### config.mk
export PLATFORM = sky130hd
export DESIGN_NAME = audio_tx_axis_packer
export DESIGN_NICKNAME = d
export VERILOG_FILES = /design/src/rtl/audio_tx_axis_packer.sv
export SDC_FILE = /design/constraint.sdc
export NUM_CORES = 1
export LEC_CHECK = 0
export ABC_AREA = 0
export ABC_CLOCK_PERIOD_IN_PS = 6500
export CAP_MARGIN = 20
export CORE_MARGIN = 3
export CORE_UTILIZATION = 35
export DETAILED_ROUTE_END_ITERATION = 12
export PLACE_DENSITY = 0.48
export REMOVE_ABC_BUFFERS = 1
export SLEW_MARGIN = 0
export SYNTH_ARGS = -nofsm -noshare
export SYNTH_HDL_FRONTEND = slang
export SYNTH_SLANG_ARGS = --single-unit
### constraint.sdc
create_clock -name clk -period 6.5 [get_ports clk]
set_clock_uncertainty 0.15 [all_clocks]
set_input_delay 1.3 -clock clk [delete_from_list [all_inputs] [get_ports clk]]
set_output_delay 1.3 -clock clk [all_outputs]
set_load 0.02 [all_outputs]
### src/rtl/audio_tx_axis_packer.sv
// Audio TX packer: buffers 32-bit PCM samples in a FIFO and emits them as
// 64-bit AXI-Stream beats (two samples per beat), with framing and idle flush.
`timescale 1ns/1ps
module audio_tx_axis_packer #(
  parameter int FIFO_DEPTH    = 16,
  parameter int FRAME_BEATS   = 64,
  parameter int FLUSH_TIMEOUT = 256
) (
  input  logic                          clk,
  input  logic                          rst,
  input  logic                          enable,
  input  logic [31:0]                   pcm_din,
  input  logic                          pcm_din_valid,
  output logic [63:0]                   m_axis_tdata,
  output logic                          m_axis_tvalid,
  input  logic                          m_axis_tready,
  output logic [7:0]                    m_axis_tkeep,
  output logic                          m_axis_tlast,
  output logic [$clog2(FIFO_DEPTH):0]   fifo_level,
  output logic                          overflow,
  input  logic                          overflow_clr
);

  localparam int AW = $clog2(FIFO_DEPTH);
  localparam int LW = AW + 1;
  localparam int IW = $clog2(FLUSH_TIMEOUT + 1);
  localparam int BW = (FRAME_BEATS > 1) ? $clog2(FRAME_BEATS) : 1;
  localparam logic [LW-1:0] LVL_FULL  = LW'(FIFO_DEPTH);
  localparam logic [IW-1:0] IDLE_MAX  = IW'(FLUSH_TIMEOUT);
  localparam logic [BW-1:0] BEAT_LAST = BW'(FRAME_BEATS - 1);

  logic [31:0]   mem [FIFO_DEPTH];
  logic [AW-1:0] wr_ptr, rd_ptr, rd_ptr_p1;
  logic [IW-1:0] idle_cnt;
  logic [BW-1:0] beat_cnt, beat_cnt_nxt;
  logic          push, drop, out_free, handshake, load_full, load_half;
  logic [1:0]    pop_n;
  logic [LW-1:0] level_nxt;

  always_comb begin
    push      = enable && pcm_din_valid && (fifo_level < LVL_FULL);
    drop      = enable && pcm_din_valid && (fifo_level == LVL_FULL);
    handshake = m_axis_tvalid && m_axis_tready;
    out_free  = !m_axis_tvalid || m_axis_tready;
    load_full = enable && out_free && (fifo_level >= LW'(2));
    load_half = enable && out_free && (fifo_level == LW'(1)) && (idle_cnt == IDLE_MAX);
    pop_n     = load_full ? 2'd2 : (load_half ? 2'd1 : 2'd0);
    level_nxt = fifo_level + LW'(push) - LW'(pop_n);
    rd_ptr_p1 = rd_ptr + AW'(1);
    // Frame position of a beat loaded this cycle must account for the beat
    // that may be leaving the output register in the same cycle.
    beat_cnt_nxt = beat_cnt;
    if (handshake) begin
      beat_cnt_nxt = m_axis_tlast ? '0 : beat_cnt + BW'(1);
    end
  end

  always_ff @(posedge clk) begin
    if (push) begin
      mem[wr_ptr] <= pcm_din;
    end
  end

  always_ff @(posedge clk or posedge rst) begin
    if (rst) begin
      wr_ptr     <= '0;
      rd_ptr     <= '0;
      fifo_level <= '0;
      idle_cnt   <= '0;
      beat_cnt   <= '0;
    end else if (!enable) begin
      wr_ptr     <= '0;
      rd_ptr     <= '0;
      fifo_level <= '0;
      idle_cnt   <= '0;
      beat_cnt   <= '0;
    end else begin
      if (push) begin
        wr_ptr <= wr_ptr + AW'(1);
      end
      rd_ptr     <= rd_ptr + AW'(pop_n);
      fifo_level <= level_nxt;
      beat_cnt   <= beat_cnt_nxt;
      if (load_half) begin
        idle_cnt <= '0;
      end else if ((fifo_level == LW'(1)) && !push) begin
        if (idle_cnt != IDLE_MAX) begin
          idle_cnt <= idle_cnt + IW'(1);
        end
      end else begin
        idle_cnt <= '0;
      end
    end
  end

  always_ff @(posedge clk or posedge rst) begin
    if (rst) begin
      m_axis_tvalid <= 1'b0;
      m_axis_tdata  <= '0;
      m_axis_tkeep  <= '0;
      m_axis_tlast  <= 1'b0;
    end else if (load_full) begin
      m_axis_tvalid <= 1'b1;
      m_axis_tdata  <= {mem[rd_ptr_p1], mem[rd_ptr]};
      m_axis_tkeep  <= 8'hFF;
      m_axis_tlast  <= (beat_cnt_nxt == BEAT_LAST);
    end else if (load_half) begin
      m_axis_tvalid <= 1'b1;
      m_axis_tdata  <= {32'h0, mem[rd_ptr]};
      m_axis_tkeep  <= 8'h0F;
      m_axis_tlast  <= 1'b1;
    end else if (handshake) begin
      m_axis_tvalid <= 1'b0;
    end
  end

  always_ff @(posedge clk or posedge rst) begin
    if (rst) begin
      overflow <= 1'b0;
    end else if (drop) begin
      overflow <= 1'b1;
    end else if (overflow_clr) begin
      overflow <= 1'b0;
    end
  end

endmodule

==> results.tsv <==
metric	value	unit
post-synthesis adder-cell area fraction	1.01	%
Cell variety after synth	42	
post-synth top area share	56.1	%
Total GRT Usage	18.7	%
clock sinks	609	
first-pass GRT wire length	112	mm
peak fanout along the critical path	14	
max cap viols	0	
die height	286	um
Power Density	361	mW/mm2
Pleak	10.4	nW
initial antenna violation count	4	
largest family of logic cells by synthesized area	multiplexers	
drt wl/cell	27.5	um
htree depth	3	
Compound-Gate Fraction of Synth Area	4.48	%
mux cell area share after synthesis	22.3	%
synthesized instance count	1520	
ys async rst share	15.9	%
proportion of layout cells with a drive suffix above 1	26.6	%
status	completed	
core footprint	0.0776	mm2
Main synth FF type	edfxtp_1	
DRT Wirelength	75.2	mm
area growth from synthesis to layout	16.2	%
Final setup viols	0	
input/output buffers	117	
HP Class	reg2reg	
RePlAce Congestion	0.734	
Max IR drop VDD	0.000224	V
Post-CTS Setup Bufs	0	
Max Slew Vio Count	0	
clk root buf	clkbuf_16	
Residual DRC	0	
maximum clock frequency	0.255	GHz
slew margin rel.	29.4	%
DR vias	15100	
# IOs	118	
clock slew at reported path FFs	0.05	ns
Antenna Nets Post-Route	0	
Remaining Overflow, GRT	0	
Detail Placement HPWL	43.9	mm
min Tclk post-route	3.93	ns
Area contributors post-synth	edfxtp_1 56%, mux4_2 21%, dfrtp_1 8.9%, nand2_1 2.5%, a22oi_1 1.8%	
endpoints failing hold	0	
PostCTS Resize Cnt	0	
vias in the first global route	16300	
pin count of the biggest net entering global routing	95	
final setup margin	2.57	ns
CTS buffer count	71	
post-synthesis simple-gate area fraction	4.32	%
Post-Place Setup Slack	1.96	ns
largest area contributor in the netlist	edfxtp_1	
Initial DRC Count	1186	
Worst Path Arrival	4.26	ns
Row Count	102	
synthesized cell area	0.0274	mm2
RSZ-0062 raised after global routing	no	
most common cell in the netlist	edfxtp_1	
YS warnings	0	
post-route non-filler standard cell count	2735	
DRT Pass-1 Iters	5	
die width	286	um
CTS tree	done	
later-pin clock latency in the skew report	0.61	ns
Mean Syn Cell Area	18.0	um2
Post-synth top cells	512 x edfxtp_1, 256 x mux4_2, 183 x nand2_1	
Vias/cell	5.52	
layout net count	1696	
clk buf depth	3	
starting density of the core	35.3	%
area of the die	0.0817	mm2
cts hold-fix bufs	0	
CP Capture Type	register	
crit path kind	in2reg	
placed insts	2604	
sequential fraction of the synthesis area	64.9	%
post-layout util	41.1	%
FF+latch count, synth	609	
Post-synth EDFFs	512	
fin crit share	60.4	%
XOR/XNOR Fraction of Synth Area	0.575	%
CP Launch Type	input port	
slew of the pin with the lowest slew margin	1.06	ns
Worst Path Required	6.83	ns
flip-flops by register name, summed over array words and instances, names as in the netlist:
register       cells
m_axis_tvalid      1
m_axis_tdata      64
wr_ptr             4
mem              512
overflow           1
fifo_level         5
rd_ptr             4
idle_cnt           9
m_axis_tkeep       2
m_axis_tlast       1
beat_cnt           6
area by class of cell:
| cell class | count | area, um2 |
|---|---|---|
| fillers | 7086 | 45700 |
| flip-flops and latches | 609 | 17800 |
| multi-input cells | 785 | 9070 |
| clock buffers | 97 | 1990 |
| repair buffers | 149 | 1450 |
| well taps | 1040 | 1300 |
| clock inverters | 33 | 161 |
| inverters | 21 | 81.3 |
| diodes | 1 | 2.50 |
final timing paths:
check | from | slack [ns] | to | cells after the start
min in group asynchronous | rst | 0.87 | m_axis_tdata[48] | 2
max | enable | 2.57 | fifo_level[4] | 15
min | m_axis_tdata[5] | 0.35 | m_axis_tdata[5] | 1
min reg2reg | m_axis_tdata[5] | 0.35 | m_axis_tdata[5] | 1
max reg2reg | rd_ptr[0] | 2.75 | m_axis_tdata[10] | 6
max in group asynchronous | rst | 4.07 | rd_ptr[0] | 3
where the power goes:
group | internal (mW) | switching, mW
registers | 4.52 | 0.269
clock network | 2.14 | 1.59
logic | 1.44 | 1.55
total | 8.11 | 3.41
critical path, stage by stage:
cell             delay, ns
clkdlybuf4s50_1       0.64
inv_2                 0.19
a21oi_2               0.35
nand3_1               0.17
nor2_1                0.22
ha_1                  0.26
inv_1                 0.05
ha_1                  0.15
inv_1                 0.06
fa_1                  0.45
inv_1                 0.07
a21oi_1               0.06
nor2_1                0.10
or3_1                 0.11
a21oi_1               0.05
stage by stage:
stage / total power [mW] / instance area [um2] / TNS, ns / hold WS, ns
6_report: 11.5 / 31900 / 0 / 0.352
4_1_cts: 11.7 / 31900 / 0 / 0.356
2_1_floorplan: 6.89 / 26900 / -332.17 / 0.360
3_5_place_dp: 7.94 / 29700 / 0 / 0.343
5_1_grt: 12.1 / 31900 / 0 / 0.366
3_3_place_gp: 7.95 / 29700 / 0 / 0.337
routing by layer:
| layer | track usage (%) | part of all wire, % | vias up |
|---|---|---|---|
| met2 | 30.7 | 49 | 457 |
| met3 | 3.57 | 5.6 | 94 |
| met1 | 25.6 | 43 | 8109 |
| met5 | 0 | 0 | - |
| li1 | - | - | 6443 |
| met4 | 4.89 | 2.1 | 0 |
kinds of logic (layout without fill, tap and decap cells):
group	after synthesis	count (layout)
AND/OR/NAND/NOR	273	273
buffers and inverters	126	300
XOR/XNOR	18	18
other	0	1
multiplexers	288	288
adder cells (fa/ha/maj)	21	21
AO/OA/AOI/OAI	185	185
flip-flops	609	609
placed cells by master, fill, tap and decap left out, drive strengths merged, types with 32 or more instances in the layout:
cell,instances
a211o,32
mux4,256
mux2,32
buf,32
dfrtp,97
edfxtp,512
clkdlybuf4s50,117
a22oi,66
clkbuf,97
a21oi,78
nand2,183
No activity file was read; power rests on OpenSTA's default activity.
